File: config.mk
export PLATFORM = sky130hd
export DESIGN_NAME = shift_sub_div
export DESIGN_NICKNAME = d
export VERILOG_FILES = /design/src/rtl/shift_sub_div_pkg.sv /design/src/rtl/div_sub_step.sv /design/src/rtl/shift_sub_div.sv
export SDC_FILE = /design/constraint.sdc
export NUM_CORES = 1
export LEC_CHECK = 0
export ABC_AREA = 1
export CORE_ASPECT_RATIO = 1.4
export CORE_MARGIN = 5
export CORE_UTILIZATION = 50
export DETAILED_ROUTE_END_ITERATION = 16
export HOLD_SLACK_MARGIN = 0.08
export PLACE_DENSITY = 0.76
export SYNTH_ARGS = -nofsm -noshare
export SYNTH_HDL_FRONTEND = slang
export SYNTH_HIERARCHICAL = 1
export SYNTH_SLANG_ARGS = --single-unit
File: constraint.sdc
create_clock -name CLK -period 1.79 [get_ports CLK]
set_input_delay 0.179 -clock CLK [delete_from_list [all_inputs] [get_ports CLK]]
set_output_delay 0.179 -clock CLK [all_outputs]
set_load 0.005 [all_outputs]
File: src/rtl/shift_sub_div_pkg.sv
// rtl/shift_sub_div_pkg.sv - shared types and constants for the restoring divider
package shift_sub_div_pkg;

    typedef enum logic [1:0] {
        IDLE = 2'd0,
        CALC = 2'd1,
        FIN  = 2'd2
    } state_t;

    localparam int W_DEF = 4;

    function automatic int cnt_width(input int w);
        return $clog2(2 * w + 1);
    endfunction

endpackage

File: src/rtl/div_sub_step.sv
// rtl/div_sub_step.sv - one combinational shift/trial-subtract iteration
module div_sub_step
    import shift_sub_div_pkg::*;
#(
    parameter int W = W_DEF
) (
    input  logic [W-1:0] p,
    input  logic         d_bit,
    input  logic [W-1:0] v,
    output logic [W-1:0] p_next,
    output logic         q_bit
);

    logic [W:0] s;

    assign s     = {p, d_bit};
    assign q_bit = (s >= {1'b0, v});
    // After restoration the remainder is below V, so it always fits in W bits.
    assign p_next = q_bit ? W'(s - {1'b0, v}) : s[W-1:0];

endmodule

File: src/rtl/shift_sub_div.sv
// rtl/shift_sub_div.sv - sequential restoring divider, 2W/W bits; DIV_ZERO_DET_EN enables zero-divisor early exit
module shift_sub_div
    import shift_sub_div_pkg::*;
#(
    parameter int W = W_DEF
) (
    input  logic           CLK,
    input  logic           RST,
    input  logic           STRT,
    input  logic [2*W-1:0] dividend,
    input  logic [W-1:0]   divisor,
    output logic [2*W-1:0] Q,
    output logic [W-1:0]   R,
    output logic           BUSY,
    output logic           DONE,
    output logic           DIV0
);

    localparam int CW = cnt_width(W);

    state_t         state, state_next;
    logic [2*W-1:0] d_reg;
    logic [W-1:0]   v_reg;
    logic [W-1:0]   p_reg;
    logic [W-1:0]   p_next;
    logic           q_bit;
    logic [CW-1:0]  cnt;
    logic           last_iter;
    logic           zero_skip;
    logic           div0_reg;

    div_sub_step #(.W(W)) u_step (
        .p      (p_reg),
        .d_bit  (d_reg[2*W-1]),
        .v      (v_reg),
        .p_next (p_next),
        .q_bit  (q_bit)
    );

    assign last_iter = (cnt == CW'(2 * W - 1));

`ifdef DIV_ZERO_DET_EN
    assign zero_skip = (v_reg == '0);
`else
    assign zero_skip = 1'b0;
`endif

    always_ff @(posedge CLK or negedge RST) begin
        if (!RST) begin
            state <= IDLE;
        end else begin
            state <= state_next;
        end
    end

    always_comb begin
        state_next = state;
        case (state)
            IDLE:    if (STRT) state_next = CALC;
            CALC:    if (zero_skip || last_iter) state_next = FIN;
            FIN:     state_next = IDLE;
            default: state_next = IDLE;
        endcase
    end

    // Quotient bits enter d_reg from the bottom as dividend bits leave the top,
    // so after 2W iterations d_reg holds the quotient.
    always_ff @(posedge CLK or negedge RST) begin
        if (!RST) begin
            d_reg    <= '0;
            v_reg    <= '0;
            p_reg    <= '0;
            cnt      <= '0;
            Q        <= '0;
            R        <= '0;
            div0_reg <= 1'b0;
        end else begin
            case (state)
                IDLE: begin
                    if (STRT) begin
                        d_reg <= dividend;
                        v_reg <= divisor;
                        p_reg <= '0;
                        cnt   <= '0;
                    end
                end
                CALC: begin
                    if (zero_skip) begin
                        Q        <= '1;
                        R        <= d_reg[W-1:0];
                        div0_reg <= 1'b1;
                    end else begin
                        d_reg <= {d_reg[2*W-2:0], q_bit};
                        p_reg <= p_next;
                        cnt   <= cnt + CW'(1);
                        if (last_iter) begin
                            Q        <= {d_reg[2*W-2:0], q_bit};
                            R        <= p_next;
                            div0_reg <= 1'b0;
                        end
                    end
                end
                default: ;
            endcase
        end
    end

    assign BUSY = (state != IDLE);
    assign DONE = (state == FIN);
    assign DIV0 = div0_reg;

endmodule

---- Yosys cells after proc, flatten, opt, wreduce, memory -nomap -nowiden ----
Index checks and enable logic that the tools add are counted.
storage, ports and cells
  output and inout port bits .............. 15
  input bits .............................. 15
  logic and storage cells ................. 31
  register bits after elaboration ......... 34
operators by class
  reductions and logical operators ........ 7
  add/subtract/negate cells ............... 2
  magnitude comparators ................... 1
  eq/ne operators ......................... 5
  multiplexer cells ....................... 9
operators by type and width
  cell                                                             count
  4-bit one-hot mux with 2 select lines                            2
  8-bit one-hot mux with 2 select lines                            1
  4-bit two-way mux                                                2
  8-bit two-way mux                                                1
  2-bit AND reduction                                              4
  5-bit by 4-bit greater-or-equal comparator with 1-bit output     1
  4-bit by 1-bit adder with 4-bit output, second input constant    1
  4-bit by 3-bit == test with 1-bit output, second input constant  1
  2-bit two-way mux                                                2
  2-bit != test, second input constant                             2
  2-bit one-hot mux with 2 select lines                            1
  2-bit nonzero test                                               2
  4-bit subtractor                                                 1
  2-bit by 1-bit == test with 1-bit output, second input constant  1
  2-bit == test, second input constant                             1
  2-bit logical NOT                                                1

---- Depth between registers and ports, before layout ----
Gate-level depths: netlist of the first run.
  word-level depth ........................ 3
  mapped depth ............................ 11
  depth with buffers taken out ............ 11

---- Hierarchy ----
The synthesis of the first run kept the hierarchy.
modules (own cells, without submodules)
  module         instances  sequential area each (um^2)  area each (um^2)  cells each
  shift_sub_div  1          850.8                        1480.2            172
  div_sub_step   1          0.0                          254.0             39

---- Worst setup path before layout of the first run ----
No wires, ideal clock.
  kind .................................... register -> register
  from .................................... register p_reg[1]
  to ...................................... register d_reg[0]
  setup time .............................. 0.116 ns
  cell stages (with the launch flop) ...... 10
  data required time ...................... 1.674 ns
  data arrival time ....................... 1.322 ns
  setup slack ............................. 0.352 ns
  period minus slack after synthesis ...... 1.438 ns
  buffers on the path ..................... 0
  path through ............................ dfrtp_1 ha_1 nand2_1 nor2_4 nor2_4 nand2_4 nand3_1 nand2_1 nand2_1 nand2_1
between the ends
  cells in the longest elaborated chain, start to end .. 2
RTL lines
  element                                                       line                 text
  from (decl)                                                   shift_sub_div.sv:24  logic [W-1:0] p_reg;
  from (signal assigned)                                        shift_sub_div.sv:94  p_reg <= p_next;
  5-bit by 4-bit greater-or-equal comparator with 1-bit output  div_sub_step.sv:17   assign q_bit = (s >= {1'b0, v});
  net q_bit                                                     shift_sub_div.sv:26  logic q_bit;
  8-bit one-hot mux with 2 select lines                         shift_sub_div.sv:78  case (state)
  to (signal assigned)                                          shift_sub_div.sv:81  d_reg <= dividend;
  to (signal assigned)                                          shift_sub_div.sv:93  d_reg <= {d_reg[2*W-2:0], q_bit};
  to (decl)                                                     shift_sub_div.sv:22  logic [2*W-1:0] d_reg;
The timed path passes the listed nets, and every way through them passes these cells.
A chain may end at the register's enable or synchronous reset.

---- Worst setup path after layout of the first run ----
  from .................................... register state[0]
  to ...................................... output port BUSY
between the ends
  cells in the longest elaborated chain, start to end .. 1
RTL lines
  element                 line                  text
  from (decl)             shift_sub_div.sv:21   state_t state, state_next;
  from (signal assigned)  shift_sub_div.sv:52   state <= state_next;
  2-bit nonzero test      shift_sub_div.sv:108  assign BUSY = (state != IDLE);
  to (decl)               shift_sub_div.sv:14   output logic BUSY,
Every way passes these cells.

==> flow_summary.ini, run 1 <==
[sta]
hold_viol = 0
fin_ws_ns = 0.1226
hold_ws_ns = 0.3010
final.period_utilization = 0.9315
rsz0062_at_grt = no
finalCriticalPeriod_ns = 1.667
fin_skew_ns = 0.006575
finalMaxSlewViolations = 0
setup_viol = 0
fmaxAchievable_mhz = 599.7
tns_ns = 0

[pwr]
p_clk_frac = 0.165
power_frac_comb = 0.497
power.total_mw = 4.286
ir_worst_vdd_v = 0.001198
seqPwrFrac = 0.338
p_int_mw = 2.562
switching_power_mw = 1.725
power_density_nw_per_um2 = 1978
leakagePower_nw = 1.108
switching_share = 0.4024

[worst_setup_path]
cp.arrival_ns = 1.49
r2r_start = p_reg[2]$_DFFE_PN0P_
path_class = flop to output pin
path_max_fanout = 7
end_kind = output pin
startpoint_type = flop
r2r_cells = 8
reg2reg_to = p_reg[3]$_DFFE_PN0P_
r2r_setup_slack_ns = 0.14
cp_data_required_time_ns = 1.61

[synth]
netlist_area_um2 = 1734
synth_fp_nets = 232
synth-edff-count = 0
ys_seq_area_frac = 0.4906
synth_common_cells = nand2_1 (100), dfrtp_1 (34), nand3_1 (20)
synth.avg_cell_area_um2 = 8.219
syn_inst = 211
yosysWarnings = 6
yosysTopAreaCell = dfrtp_1
ys_dominant_reg_cell = dfrtp_1
synth_top_cell_area_share = 0.4906
ys_types = 23
yosysMostFrequentCell = nand2_1
synth_area_leaders = dfrtp_1 (49%), nand2_1 (22%), nand3_1 (5.8%), ha_1 (3.6%), inv_1 (2.8%)
synthArstFlopShare = 1.000
ys_ff_latch = 34

[global_route]
grt_pass1_wl_um = 6410
track_usage = 0.1765
grt_pass1_vias = 1477
grt_max_degree = 35
overflow = 0
antenna_found_initial = 0

[drt]
first_pass_iters = 6
totalWireLength_um = 3748
wl_per_cell_um = 13.15
num_vias = 1462
ant_nets = 0
vias_per_cell = 5.130
drt_iter0_markers = 59
drc_errors = 0

[clock_tree]
cts-root-buf = clkbuf_8
cts_resized = 0
post_cts_buffers = 0
cts_buffer_depth = 2
cts_tree = done
cts.sinks = 34
clock_latency_ns = 0.28
cts_buffers = 5
cts.clk_slew.worst_paths_ns = 0.07
hold_buffers = 0
htree_levels = 2

[floorplan]
row_count = 25
die_y_um = 79.68
ios = 30
die_w_um = 59.78
die_area_um2 = 4763
core_um2 = 3378
initial_utilization = 0.5133

[place]
dp_hpwl_um = 2766
gp_congestion = 0.8048
post-place-ws_ns = 0.1416
placed_area_um2 = 2054
portBuffers = 28

[cells_and_area]
final_nets = 266
final_area_um2 = 2167
layout-drive-gt1-share = 0.1102
diodes = 0
syn2layout_area_growth_pct = 24.96

[status]
status = completed

[job]
cap_violations = 0

[worst_hold_path]
min_path_type = primary input to asynchronous set/reset pin
cell families after synthesis:
kind of cell,after synthesis,synth area share
and+or+nand+nor,142,0.3658
DFF,34,0.4906
buffers and inverters,23,0.06855
adders and majority gates,6,0.04762
AOI/OAI and AO/OA,4,0.02021
xor gates and xnor gates,1,0.005051
other,1,0.002162
cell type report:
| cell class | count | area [um2] |
|---|---|---|
| flip-flops and latches | 34 | 850.8 |
| multi-input cells | 154 | 764.5 |
| clock buffers | 6 | 82.58 |
| fillers | 310 | 1211 |
| clock inverters | 1 | 30.03 |
| repair buffers | 35 | 332.8 |
| inverters | 15 | 56.30 |
| well taps | 40 | 50.05 |
routing by layer:
layer	global-route usage	part of all wire	wire [um]
met2	0.3139	0.53	1998
met1	0.2040	0.39	1472
met3	0.03074	0.044	166
met4	0.06652	0.029	110
met5	0	0	0
power groups by stage:
stage | Combinational (mW) | Clock (mW) | Sequential [mW]
floorplan | 1.51 | 0 | 1.38
global placement | 2.08 | 0 | 1.44
detailed placement | 2.14 | 0 | 1.46
CTS | 2.15 | 0.718 | 1.45
global route | 2.42 | 0.757 | 1.51
finish | 2.13 | 0.705 | 1.45
worst max path at each step:
stage	start	to	slack (ns)	depth (start not counted)
after floorplan	p_reg[1]$_DFFE_PN0P_	d_reg[0]$_DFFE_PN0P_	0.35	9
after global placement	p_reg[1]$_DFFE_PN0P_	R[3]$_DFFE_PN0P_	0.18	8
after detailed placement	p_reg[1]$_DFFE_PN0P_	p_reg[3]$_DFFE_PN0P_	0.14	8
after CTS	state[0]$_DFFE_PN0P_	BUSY	0.11	3
after global routing	state[0]$_DFFE_PN0P_	BUSY	0.04	3
final	state[0]$_DFFE_PN0P_	BUSY	0.12	3
cell usage in the layout (no fill, tap or decap), drive strengths merged:
cell type / count
bufinv: 1
conb: 1
o21ai: 3
nand2: 104
nand3: 20
buf: 7
clkdlybuf4s50: 28
nor2: 8
or2: 2
clkbuf: 6
nand4: 7
ha: 5
fa: 1
inv: 15
dfrtp: 34
a21oi: 1
nand3b: 1
xnor2: 1
critical path: stages (launching register included):
cell and delay, ns:
dfrtp_1 0.54, nor2_1 0.13, inv_1 0.07, clkdlybuf4s50_1 0.49
through the flow:
stage	instances	utilization
detailed placement	278	0.6081
finish	285	0.6415
CTS	285	0.6415
floorplan	211	-
global route	285	0.6415
global placement	278	0.6081
Note: power is estimated with default switching activity, not from simulation.
==> inputs of run 2 (changes only) <==
- ABC_AREA: 1 -> not set
==> run 2 against run 1 <==
- the flow now finishes with violations (setup timing)
- die area down 2.5%
- final area up 3.8%
- combinational power up 23%
- critical path type is now flop to flop
- synthesized cell count down 32%
- critical path depth up 3
- first-iteration DRC count up 10%
- global-route usage up 0.96 points
- worst hold slack worse by 0.015 ns
- sequential share of layout area down 1.4 points
- count of clock-buffer cells in the layout unchanged
- highest routed layer unchanged
==> flow_summary.ini, run 2 <==
[sta]
fin_skew_ns = 0.006232
setup_viol = 1
hold_ws_ns = 0.2860
fmaxAchievable_mhz = 556.3
finalMaxSlewViolations = 0
fin_ws_ns = -0.007479
final.period_utilization = 1.004
tns_ns = -0.007479
slew_headroom = 0.6093
hold_viol = 0
rsz0062_at_grt = yes
worstMarginPinSlew_ns = 0.5834
finalCriticalPeriod_ns = 1.797

[synth]
synth_common_cells = dfrtp_1 (34), nor2b_1 (11), a21oi_1 (10)
ys_dominant_reg_cell = dfrtp_1
yosysTopAreaCell = dfrtp_1
yosysMostFrequentCell = dfrtp_1
synth_top_cell_area_share = 0.5056
synth_area_leaders = dfrtp_1 (51%), mux2_1 (6.0%), mux2_2 (4.7%), nor2b_1 (4.1%), ha_1 (3.7%)
ys_types = 36
ys_ff_latch = 34
yosysWarnings = 6
synth.avg_cell_area_um2 = 11.69
synth_top_family_by_area = compound AO/OA/AOI/OAI gates
syn_inst = 144
netlist_area_um2 = 1683
yosys.area_share.simple = 0.1182
ys_seq_area_frac = 0.5056
synthAdderAreaFrac = 0.04907
synth-xor-area-share = 0.005204
synth_compound_area_frac = 0.1480
synth_fp_nets = 165
synthArstFlopShare = 1.000
yosys-mux-area-fraction = 0.1338
synth-edff-count = 0

[drt]
ant_nets = 0
wl_per_cell_um = 16.73
vias_per_cell = 5.616
drt_iter0_markers = 65
drc_errors = 0
first_pass_iters = 4
totalWireLength_um = 3832
num_vias = 1286

[worst_setup_path]
path_class = flop to flop
cp_data_required_time_ns = 1.95
path_max_fanout = 3
end_kind = flop
cp.arrival_ns = 1.96
cp_num_buf_inv = 2
startpoint_type = flop
crit_chain = buf_4, inv_1, fa_2, xnor2_1, mux2_4, mux2_1
crit_path_max_incr_delay_ns = 0.41
crit_family = multiplexers
crit_slowest_cell = dfrtp_1

[pwr]
leakagePower_nw = 0.9622
power_density_nw_per_um2 = 2082
power.total_mw = 4.681
ir_worst_vdd_v = 0.001156

[place]
gp_congestion = 0.8000
dp_hpwl_um = 2718
dp_cells = 216
placed_area_um2 = 2067
portBuffers = 28

[clock_tree]
cts-root-buf = clkbuf_8
cts_tree = done
clock_latency_ns = 0.28
cts.sinks = 34
htree_levels = 2
cts_buffer_depth = 2
hold_buffers = 0
cts.clk_slew.worst_paths_ns = 0.07
cts_buffers = 5

[floorplan]
die_area_um2 = 4642
die_y_um = 78.65
core_um2 = 3316
ios = 30
die_w_um = 59.03
row_count = 25
initial_utilization = 0.5075

[global_route]
grt_pass1_wl_um = 6555
grt_pass1_vias = 1457
overflow = 0
track_usage = 0.1862
antenna_found_initial = 0
grt_max_degree = 35

[cells_and_area]
syn2layout_area_growth_pct = 33.61
final_nets = 209
seqCellArea_um2 = 852.1
stdcell_count = 229
diodes = 0
mostFrequentLayoutCells = dfrtp_1 (33), clkdlybuf4s50_1 (28), buf_4 (16), nor2b_1 (10), a21oi_1 (10)
final_common_cell = dfrtp_1
fillCellCount = 272
multi_input_area_um2 = 828.3
layout-drive-gt1-share = 0.2646
final_area_um2 = 2248

[status]
status = complete, but fails checks
violations = setup timing

[job]
cap_violations = 0

[worst_hold_path]
min_path_type = primary input to asynchronous set/reset pin
[run 2: cell count changes after synthesis, moves of 8 or more]
| cell | delta |
|---|---|
| nand2_1 | -97 |
| nand3_1 | -18 |
| a22oi_1 | +8 |
| a21oi_1 | +10 |
| mux2_1 | +9 |
| nor2b_1 | +11 |
[run 2: area by class of cell]
cell class,count,share of cell area
flip-flops and latches,34,0.3790
multi-input cells,97,0.3684
clock buffers,6,0.03673
well taps,40,0.02226
inverters,6,0.01002
clock inverters,2,0.005565
repair buffers,44,0.1781
[run 2: worst reg2reg max path: stages, from the launching register on]
cell     delay [ns]
dfrtp_1        0.41
buf_4          0.13
inv_1          0.06
fa_2           0.36
xnor2_1        0.14
mux2_4         0.28
mux2_1         0.30
[run 2: cells by family (layout without fill, tap and decap cells)]
logic type	count (synthesis)	in the layout
compound gates	37	37
mux	20	20
simple gates	32	32
fa+ha+maj	6	6
xor+xnor	1	1
buf+inv	13	58
other cells	1	1
flops	34	34
[run 2: metal layers]
metal	track usage	part of all wire	vias to the layer above	wire [um]
met5	0	0	-	0
met4	0.08617	0.017	0	67
met3	0.05757	0.052	5	199
met2	0.3064	0.54	45	2075
met1	0.2156	0.39	642	1490
li1	-	-	594	-
[run 2: stage by stage]
step,worst slack [ns],util
6_report,-0.007479,0.6781
5_1_grt,-0.03892,0.6781
4_1_cts,0.003392,0.6581
3_5_place_dp,-0.05912,0.6234
3_3_place_gp,0.02559,0.6234
2_1_floorplan,0.03109,-
[run 2: path summary, 6_finish.rpt]
kind / startpoint / end / slack [ns] / cells after the start
max in group asynchronous: RST / p_reg[1]$_DFFE_PN0P_ / 1.16 / 2
min in group CLK: Q[2]$_DFFE_PN0P_ / Q[2]$_DFFE_PN0P_ / 0.50 / 1
max: p_reg[0]$_DFFE_PN0P_ / R[2]$_DFFE_PN0P_ / -0.007 / 6
max reg2reg: p_reg[0]$_DFFE_PN0P_ / R[2]$_DFFE_PN0P_ / -0.007 / 6
min: RST / d_reg[5]$_DFFE_PN0P_ / 0.29 / 2
min reg2reg: Q[2]$_DFFE_PN0P_ / Q[2]$_DFFE_PN0P_ / 0.50 / 1
[run 2: power by group]
part | internal [mW] | switching, mW | leakage, nW | total [mW]
clock network | 0.309 | 0.281 | 0.0472 | 0.590
registers | 1.17 | 0.312 | 0.409 | 1.48
logic | 1.46 | 1.15 | 0.506 | 2.61
[run 2: timing repair]
| item | in CTS | in global routing |
|---|---|---|
| setup endpoints to repair | 1 | 6 |
| buffers inserted | 2 | 3 |
| pin swaps | 1 | 4 |
| gates resized for setup | 2 | 7 |
